$ cat src/rtl/router_pkg.sv
// ============================================================================
// Module   : router_pkg
// Brief    : Shared router constants so the FSM, FIFOs and synchroniser agree.
// Revision : 1.0 - initial release
// ============================================================================
`default_nettype none

package router_pkg;
   localparam int DEF_NUM_PORTS = 3;
   localparam int DEF_ADDR_W    = 2;
   localparam int DEF_TIMEOUT   = 30;
   localparam int DEF_CNT_W     = 5;
   localparam int MIN_TIMEOUT   = 2;
endpackage

`default_nettype wire

$ cat src/rtl/router_watchdog.sv
// ============================================================================
// Module   : router_watchdog
// Brief    : One port's read-timeout counter; pulses soft_reset on a stall.
// Revision : 1.0 - initial release
// ============================================================================
`default_nettype none

module router_watchdog #(
   parameter int CNT_W = 5
) (
   input  logic             clock,
   input  logic             resetn,
   input  logic             vld,
   input  logic             rd,
   input  logic [CNT_W-1:0] timeout_q,
   output logic             soft_reset
);

   logic [CNT_W-1:0] r_count;
   logic             r_soft_reset;
   logic             w_terminal;

   assign w_terminal = (r_count == (timeout_q - CNT_W'(1)));

   // A read in the same cycle as the terminal count wins and suppresses the pulse.
   always_ff @(posedge clock) begin
      if (!resetn) begin
         r_count      <= '0;
         r_soft_reset <= 1'b0;
      end else if (!vld || rd) begin
         r_count      <= '0;
         r_soft_reset <= 1'b0;
      end else if (w_terminal) begin
         r_count      <= '0;
         r_soft_reset <= 1'b1;
      end else begin
         r_count      <= r_count + CNT_W'(1);
         r_soft_reset <= 1'b0;
      end
   end

   assign soft_reset = r_soft_reset;

endmodule

`default_nettype wire

$ cat src/rtl/router_sync_n.sv
// ============================================================================
// Module   : router_sync_n
// Brief    : 1xN router synchroniser: address latch, write steering, watchdogs.
// Revision : 1.0 - initial release
// ============================================================================
`default_nettype none

module router_sync_n
   import router_pkg::*;
#(
   parameter int NUM_PORTS = DEF_NUM_PORTS,
   parameter int ADDR_W    = DEF_ADDR_W,
   parameter int TIMEOUT   = DEF_TIMEOUT,
   parameter int CNT_W     = DEF_CNT_W
) (
   input  logic                 clock,
   input  logic                 resetn,
   input  logic [ADDR_W-1:0]    data_in,
   input  logic                 detect_add,
   input  logic                 write_enb_reg,
   input  logic [NUM_PORTS-1:0] full,
   input  logic [NUM_PORTS-1:0] empty,
   input  logic [NUM_PORTS-1:0] read_enb,
   input  logic                 cfg_we,
   input  logic [CNT_W-1:0]     cfg_timeout,
   output logic                 fifo_full,
   output logic [NUM_PORTS-1:0] write_enb,
   output logic [NUM_PORTS-1:0] vld_out,
   output logic [NUM_PORTS-1:0] soft_reset,
   output logic                 addr_err,
   output logic [CNT_W-1:0]     timeout_q
);

   localparam logic [ADDR_W:0]    c_NUM_PORTS   = (ADDR_W+1)'(NUM_PORTS);
   localparam logic [CNT_W-1:0]   c_MIN_TIMEOUT = CNT_W'(MIN_TIMEOUT);
   localparam logic [CNT_W-1:0]   c_TIMEOUT_RST = CNT_W'(TIMEOUT);

   logic [ADDR_W-1:0] r_addr_q;
   logic [CNT_W-1:0]  r_timeout;

   always_ff @(posedge clock) begin
      if (!resetn) begin
         r_addr_q <= '0;
      end else if (detect_add) begin
         r_addr_q <= data_in;
      end
   end

   always_ff @(posedge clock) begin
      if (!resetn) begin
         r_timeout <= c_TIMEOUT_RST;
      end else if (cfg_we && (cfg_timeout >= c_MIN_TIMEOUT)) begin
         r_timeout <= cfg_timeout;
      end
   end

   assign addr_err  = ({1'b0, r_addr_q} >= c_NUM_PORTS);
   assign timeout_q = r_timeout;
   assign vld_out   = ~empty;

   // An out-of-range address matches no port, so both outputs fall to zero.
   always_comb begin
      write_enb = '0;
      fifo_full = 1'b0;
      for (int i = 0; i < NUM_PORTS; i++) begin
         if (r_addr_q == ADDR_W'(i)) begin
            fifo_full    = full[i];
            write_enb[i] = write_enb_reg;
         end
      end
   end

   for (genvar g = 0; g < NUM_PORTS; g++) begin : g_wd
      router_watchdog #(
         .CNT_W (CNT_W)
      ) u_wd (
         .clock      (clock),
         .resetn     (resetn),
         .vld        (vld_out[g]),
         .rd         (read_enb[g]),
         .timeout_q  (r_timeout),
         .soft_reset (soft_reset[g])
      );
   end

endmodule

`default_nettype wire

$ cat config.mk
export PLATFORM = sky130hd
export DESIGN_NAME = router_sync_n
export DESIGN_NICKNAME = d
export VERILOG_FILES = /design/src/rtl/router_pkg.sv /design/src/rtl/router_watchdog.sv /design/src/rtl/router_sync_n.sv
export SDC_FILE = /design/constraint.sdc
export NUM_CORES = 1
export LEC_CHECK = 0
export CAP_MARGIN = 5
export CORE_MARGIN = 5
export CORE_UTILIZATION = 51
export CTS_BUF_LIST = sky130_fd_sc_hd__clkbuf_4 sky130_fd_sc_hd__clkbuf_8 sky130_fd_sc_hd__clkbuf_16
export DETAILED_ROUTE_END_ITERATION = 12
export GPL_ROUTABILITY_DRIVEN = 0
export PLACE_DENSITY = 0.83
export RECOVER_POWER = 100
export SLEW_MARGIN = 20
export SYNTH_ARGS = -nofsm -noshare
export SYNTH_HDL_FRONTEND = slang
export SYNTH_HIERARCHICAL = 1
export SYNTH_SLANG_ARGS = --single-unit
$ cat constraint.sdc
create_clock -name clock -period 5.3 [get_ports clock]
set_input_delay 1.06 -clock clock [delete_from_list [all_inputs] [get_ports clock]]
set_output_delay 1.06 -clock clock [all_outputs]
set_load 0.01 [all_outputs]
Word-level counts from Yosys, hierarchy flattened
Index checks and enable logic that the tools add are counted.

storage, ports and cells
  flip-flop bits (word level) = 25
  input port bits = 21
  output and inout port bits = 16
  word-level logic and storage cells = 44

cells by class
  add/subtract/negate cells = 4
  order comparisons = 2
  eq/ne operators = 5
  muxes and demuxes = 9
  bitwise gates (word level) = 2
  reductions and logical operators = 14

operator list
  cell                 number
  $add 5x1->5 const B  3
  $eq 5x5->1           3
  $mux 1               9
  $reduce_or 3->1      3
  $reduce_or 2->1      3
  $ge 5x2->1 const B   1
  $sub 5x1->5 const B  1
  $logic_not 1->1      3
  $logic_or 1x1->1     3
  $not 3->3            1
  $eq 2x1->1 const B   1
  $eq 2x2->1 const B   1
  $ge 2x2->1 const B   1
  $logic_not 2->1      1
  $logic_and 1x1->1    1
  $not 1->1            1

Longest topological paths before layout
Gate-level depths: netlist (run 1).

  word-level depth = 4
  gate-level depth with buffers = 6
  depth with buffers taken out = 6

By module
The synthesis (run 1) kept the hierarchy.

modules (own cells, without submodules)
  module           instances  cells each  area an instance (µm²)  seq. area each (µm²)
  router_watchdog  3          40          359.1                   120.1
  router_sync_n    1          31          320.3                   140.1

Worst setup path after synthesis (run 1)
OpenSTA, ideal clock, no wires.

  path type = input-to-output
  start = input full[1]
  end = output fifo_full
  arrival = 1386 ps
  path slack = 2854 ps
  stages on the path = 2
  path buffers = 0
  cells stage by stage = mux2i_1 o21ai_0

between the ends
  cells in the longest elaborated chain, start to end = 2

ends and longest elaborated chain
  element               line                 source
  start: declaration    router_sync_n.sv:21  input logic [NUM_PORTS-1:0] full,
  $mux 1 (2 in series)  router_sync_n.sv:66  if (r_addr_q == ADDR_W'(i)) begin
  end: declaration      router_sync_n.sv:26  output logic fifo_full,

No other way between the ends.

Final worst setup path (run 1)
  start = input full[0]
  end = output fifo_full

between the ends
  cells in the longest elaborated chain, start to end = 3

ends and longest elaborated chain
  element               line
  $mux 1 (3 in series)  router_sync_n.sv:66

No other way between the ends.

==> results.yml, run 1 <==
run_status:
  status: "complete, no violations"
sta:
  slew_violations: 0
  skew_ns: 0.00849
  finalCritPeriodShare: 0.651
  finalSetupViolations: 0
  worst_slew_pin_slew_ns: 0.864
  rsz0062_at_grt: "false"
  period_minus_slack_ns: 3.45
  finalHoldViolations: 0
  fmax_ghz: 0.290
  tns_ns: 0
  slew_headroom: 0.416
  fin_hold_ws_ns: 0.508
grt:
  antenna_found_initial: 0
  grt_busiest_layer: "met2"
  grtUsageTotal: 0.159
  gr-total-overflow: 0
  grt_pass1_vias: 1298
  grtUsageMet2: 0.281
  grt_max_degree: 18
  grt.met1_usage: 0.171
  met3_usage: 0.0559
  grt_pass1_wl_um: 5190
route:
  routedWlPerCell_um: 12.8
  wirelength_um: 2840
  num_vias: 1183
  drc_errors: 0
  drt-vias-per-instance: 5.33
  dr.pass1.iters: 4
  initialDrtViolationCount: 21
  ant_nets: 0
critical_path:
  worst_r2r_endpoint: "g_wd[1].u_wd/soft_reset$_SDFF_PP0_"
  r2r_setup_slack_ns: 2.89
  worstSetupEndpointType: "output port"
  cp.arrival_ns: 2.39
  worstSetupPathType: "in -> out"
  critPathMaxFanout: 1
  reg2reg_from: "timeout_q[0]$_SDFFE_PN0P_"
  reg2regPathDepth: 6
  critical_path_required_ns: 4.24
  crit_path_start_kind: "primary input"
logic_synthesis:
  ys_ff_latch: 25
  synth_area_um2: 1400
  yosys.area_share.simple: 0.271
  synth_top_family_by_area: "simple AND/OR/NAND/NOR gates"
  seq_area_frac_synth: 0.358
  synthMuxAreaShare: 0.0286
  synth-xor-area-share: 0.150
  yosysWarnings: 6
  synth_cell_types: 24
  synthAdderAreaFrac: 0.0537
  syn_nets: 178
  synthCells: 151
  avgSynthCellArea_um2: 9.26
  synth-compound-area-share: 0.111
floorplan:
  initial_core_util: 0.520
  die-area_um2: 3890
  num_rows: 19
  placeableCoreArea_um2: 2690
  io_pins: 37
  dieWidth_um: 62.4
  die_y_um: 62.4
layout:
  layout.cells.non_filler: 222
  nets: 219
  n_fill_cell: 227
  synthToLayoutAreaGrowth_pct: 28.0
  n_antenna_cell: 0
  layout-drive-gt1-share: 0.0366
  multi_input_area_um2: 822
  regArea_um2: 500
pwr:
  power.density_nw_per_um2: 199
  irDropWorstVdd_uv: 138
  total_power_mw: 0.357
  power.leakage_nw: 0.794
clocking:
  cts_buffer_depth: 2
  cts_hold_buffers: 0
  clkLatencyLatePin_ns: 0.31
  numCtsBuffers: 3
  cts-root-buf: "clkbuf_4"
  ctsResizeCount: 0
  cts_setup_buffers: 0
  cts_tree: "yes"
  h-tree-depth: 1
  clock_sinks: 25
  path_clk_slew_ns: 0.13
place:
  place_inst: 218
  dp_hpwl_um: 2260
  port_buffers: 36
min_path:
  whs_path_depth: 1
  hp-start: "g_wd[2].u_wd/r_count[0]$_SDFF_PP0_"
  hold_class: "reg -> reg"
  min_to: "g_wd[2].u_wd/r_count[0]$_SDFF_PP0_"
job:
  drv_cap: 0
[power breakdown]
part | switching [mW] | internal, mW
registers | 0.0108 | 0.193
logic | 0.0257 | 0.0392
clock network | 0.0535 | 0.0345
[area by class of cell]
type,instances,area share
inverter,10,0.0210
multi-input combinational,116,0.459
timing repair buffer,36,0.201
clock buffer,4,0.0168
tap,31,0.0217
sequential,25,0.280
[stage by stage]
stage / cell area, um^2 / utilization / setup slack [ns]
floorplan: 1400 / - / 2.85
global placement: 1800 / 0.669 / 1.97
detailed placement: 1800 / 0.669 / 1.91
CTS: 1830 / 0.680 / 1.89
global route: 1790 / 0.666 / 1.78
finish: 1790 / 0.666 / 1.85
[sequential cells by signal, indices dropped and copies added (netlist names)]
register,count
g_wd.u_wd/r_count,15
g_wd.u_wd/soft_reset,3
r_addr_q,2
timeout_q,5
[kinds of logic after synthesis]
logic type                 after synthesis
xor gates and xnor gates                24
AOI/OAI and AO/OA                       15
adders and majority gates                6
muxes                                    4
buffers and inverters                   10
DFF                                     25
and+or+nand+nor                         67
[placed cells by master, fill, tap and decap left out, types with 6 or more instances in the layout]
master / Yosys / final
ha_1: 6 / 6
nor2b_1: 6 / 6
inv_1: 10 / 10
xnor2_1: 15 / 15
dfxtp_1: 25 / 25
nor2_1: 15 / 15
xor2_1: 9 / 9
nand3_1: 6 / 6
dlygate4sd3_1: 0 / 17
nand2_1: 15 / 15
clkdlybuf4s50_1: 0 / 19
[cells in the mapped netlist, drive strengths merged]
| master | n | share of area |
|---|---|---|
| and2 | 4 | 0.018 |
| a221o | 4 | 0.029 |
| xnor2 | 15 | 0.094 |
| or3 | 3 | 0.013 |
| nand3 | 6 | 0.021 |
| o21ai | 4 | 0.014 |
| a311oi | 3 | 0.032 |
| o211ai | 3 | 0.016 |
| ha | 6 | 0.054 |
| xor2 | 9 | 0.056 |
| nand3b | 1 | 0.0054 |
| dfxtp | 25 | 0.36 |
| inv | 10 | 0.027 |
| nor3 | 3 | 0.011 |
| and3b | 7 | 0.047 |
| nand2 | 15 | 0.040 |
| o41ai | 1 | 0.020 |
| nor2 | 15 | 0.040 |
| nor2b | 6 | 0.027 |
| and4bb | 3 | 0.027 |
| mux2i | 4 | 0.029 |
| nor3b | 4 | 0.021 |
[worst max path at each step]
stage	cells past startpoint	start	to	slack, ns
after floorplan	2	full[1]	fifo_full	2.85
after global placement	4	full[1]	fifo_full	1.97
after detailed placement	4	full[0]	fifo_full	1.91
after CTS	4	full[0]	fifo_full	1.89
after global routing	4	full[0]	fifo_full	1.78
final	4	full[0]	fifo_full	1.85
[critical path, stage by stage]
cell and delay, ns:
clkdlybuf4s50_1 0.46, mux2i_1 0.06, o21ai_0 0.17, dlygate4sd3_1 0.64
[layer usage]
| layer | share of wire | vias to the layer above |
|---|---|---|
| li1 | - | 597 |
| met4 | 0.0092 | 0 |
| met3 | 0.080 | 4 |
| met1 | 0.44 | 551 |
| met2 | 0.47 | 31 |
| met5 | 0 | - |
Note: power is estimated with default switching activity, not from simulation.
==> run 2, diff against run 1 <==
- CORE_UTILIZATION: 51 -> 43
- PLACE_DENSITY: 0.83 -> 0.75
- clock period: 5.3 -> 2.8 ns (I/O delays scaled with it)
==> results.yml, run 2 (synthesized netlist as in run 1, its figures left out) <==
run_status:
  status: "complete, no violations"
grt:
  grt_max_degree: 18
  gr-total-overflow: 0
  grt_pass1_vias: 1252
  grt_pass1_wl_um: 5270
  grt.met1_usage: 0.170
  grt_busiest_layer: "met2"
  grtUsageTotal: 0.150
  grtUsageMet2: 0.264
  met3_usage: 0.0438
  antenna_found_initial: 0
critical_path:
  path_cells: "clkdlybuf4s50_1 > mux2i_1 > o21ai_0 > dlygate4sd3_1"
  critPathMaxFanout: 1
  slowest_stage: "dlygate4sd3_1"
  worstSetupEndpointType: "output port"
  cp.arrival_ns: 1.86
  worstSetupPathType: "in -> out"
  max_stage_delay_ns: 0.63
  critical_path_required_ns: 2.24
  crit_path_start_kind: "primary input"
layout:
  mostFrequentLayoutCell: "dfxtp_1"
  layout_common_cells: "25 x dfxtp_1, 19 x clkdlybuf4s50_1, 17 x dlygate4sd3_1"
  largest-register: "g_wd.u_wd/r_count"
  largest_reg_flops: 15
  n_antenna_cell: 0
  layout-drive-gt1-share: 0.0419
  synthToLayoutAreaGrowth_pct: 29.5
  nets: 219
  utilization: 0.588
route:
  wirelength_um: 2980
  ant_nets: 0
  num_vias: 1208
  dr.pass1.iters: 3
  drt-vias-per-instance: 5.14
  routedWlPerCell_um: 12.7
  drc_errors: 0
  initialDrtViolationCount: 54
clocking:
  cts_setup_buffers: 0
  cts-root-buf: "clkbuf_4"
  path_clk_slew_ns: 0.12
  h-tree-depth: 1
  cts_hold_buffers: 0
  ctsResizeCount: 0
  numCtsBuffers: 3
  cts_buffer_depth: 2
  cts_tree: "yes"
  clock_sinks: 25
  clkLatencyLatePin_ns: 0.32
pwr:
  total_power_mw: 0.671
  irDropWorstVdd_uv: 251
  sequentialPowerShare: 0.577
  power.density_nw_per_um2: 371
  power.leakage_nw: 0.794
  p_comb_frac: 0.184
  power.switching_mw: 0.178
  internal_power_mw: 0.493
  clkPwrFrac: 0.240
  swShare: 0.265
sta:
  worst_slew_pin_slew_ns: 0.845
  slew_violations: 0
  finalSetupViolations: 0
  period_minus_slack_ns: 2.42
  slew_headroom: 0.429
  setup_ws_ns: 0.379
  tns_ns: 0
  rsz0062_at_grt: "false"
  fin_hold_ws_ns: 0.511
  skew_ns: 0.0111
  fmax_ghz: 0.413
  finalCritPeriodShare: 0.865
  finalHoldViolations: 0
floorplan:
  die_y_um: 67.0
  num_rows: 20
  die-area_um2: 4490
  placeableCoreArea_um2: 3080
  dieWidth_um: 67.0
  io_pins: 37
  initial_core_util: 0.454
place:
  pre_cts_slack_ns: 0.422
  port_buffers: 36
  dp_hpwl_um: 2290
job:
  drv_cap: 0
min_path:
  hold_class: "reg -> reg"
run 2: cell count changes in the layout (fill, tap and decap cells not counted), sizes merged:
cell	before	now
clkinv	0	1
clkbuf	4	3
run 2: through the flow:
stage          area, um^2  cells
2_1_floorplan        1400    151
3_3_place_gp         1810    231
3_5_place_dp         1810    231
4_1_cts              1840    235
5_1_grt              1810    235
6_report             1810    235
run 2: final cells by class:
class	count	area, um^2
Fill cell	285	1270
Inverter	10	37.5
Clock inverter	1	5.00
Tap cell	44	55.1
Sequential cell	25	500
Timing Repair Buffer	36	360
Multi-Input combinational cell	116	828
Clock buffer	3	22.5
run 2: worst paths after layout:
check | startpoint | to | slack, ns | cells after the start
setup reg to reg | timeout_q[0]$_SDFFE_PN0P_ | g_wd[0].u_wd/soft_reset$_SDFF_PP0_ | 0.40 | 6
hold reg to reg | g_wd[1].u_wd/r_count[0]$_SDFF_PP0_ | g_wd[1].u_wd/r_count[0]$_SDFF_PP0_ | 0.51 | 1
hold / removal | g_wd[1].u_wd/r_count[0]$_SDFF_PP0_ | g_wd[1].u_wd/r_count[0]$_SDFF_PP0_ | 0.51 | 1
setup / recovery | full[1] | fifo_full | 0.38 | 4
run 2: power by group through the flow:
stage / Sequential, mW / Combinational [mW] / Clock [mW]
after floorplan: 0.390 / 0.0657 / 0
after global placement: 0.393 / 0.128 / 0
after detailed placement: 0.395 / 0.133 / 0
after CTS: 0.387 / 0.134 / 0.168
after global routing: 0.389 / 0.136 / 0.186
final: 0.387 / 0.123 / 0.161
run 2: per-layer routing:
| layer | part of all wire | up-vias |
|---|---|---|
| li1 | - | 601 |
| met1 | 0.44 | 571 |
| met2 | 0.47 | 31 |
| met3 | 0.073 | 5 |
| met4 | 0.013 | 0 |
| met5 | 0 | - |
run 2: worst max-delay path, delay by kind of cell:
| kind | cells | cell delay, ns |
|---|---|---|
| buffers and inverters | 2 | 1.09 |
| AOI/OAI and AO/OA | 1 | 0.15 |
| muxes | 1 | 0.06 |
==> run 3, diff against run 2 <==
- HOLD_SLACK_MARGIN: not set -> 0.05
==> results of run 3 <==
Final layout, timing and power as in run 2 (identical DEF).
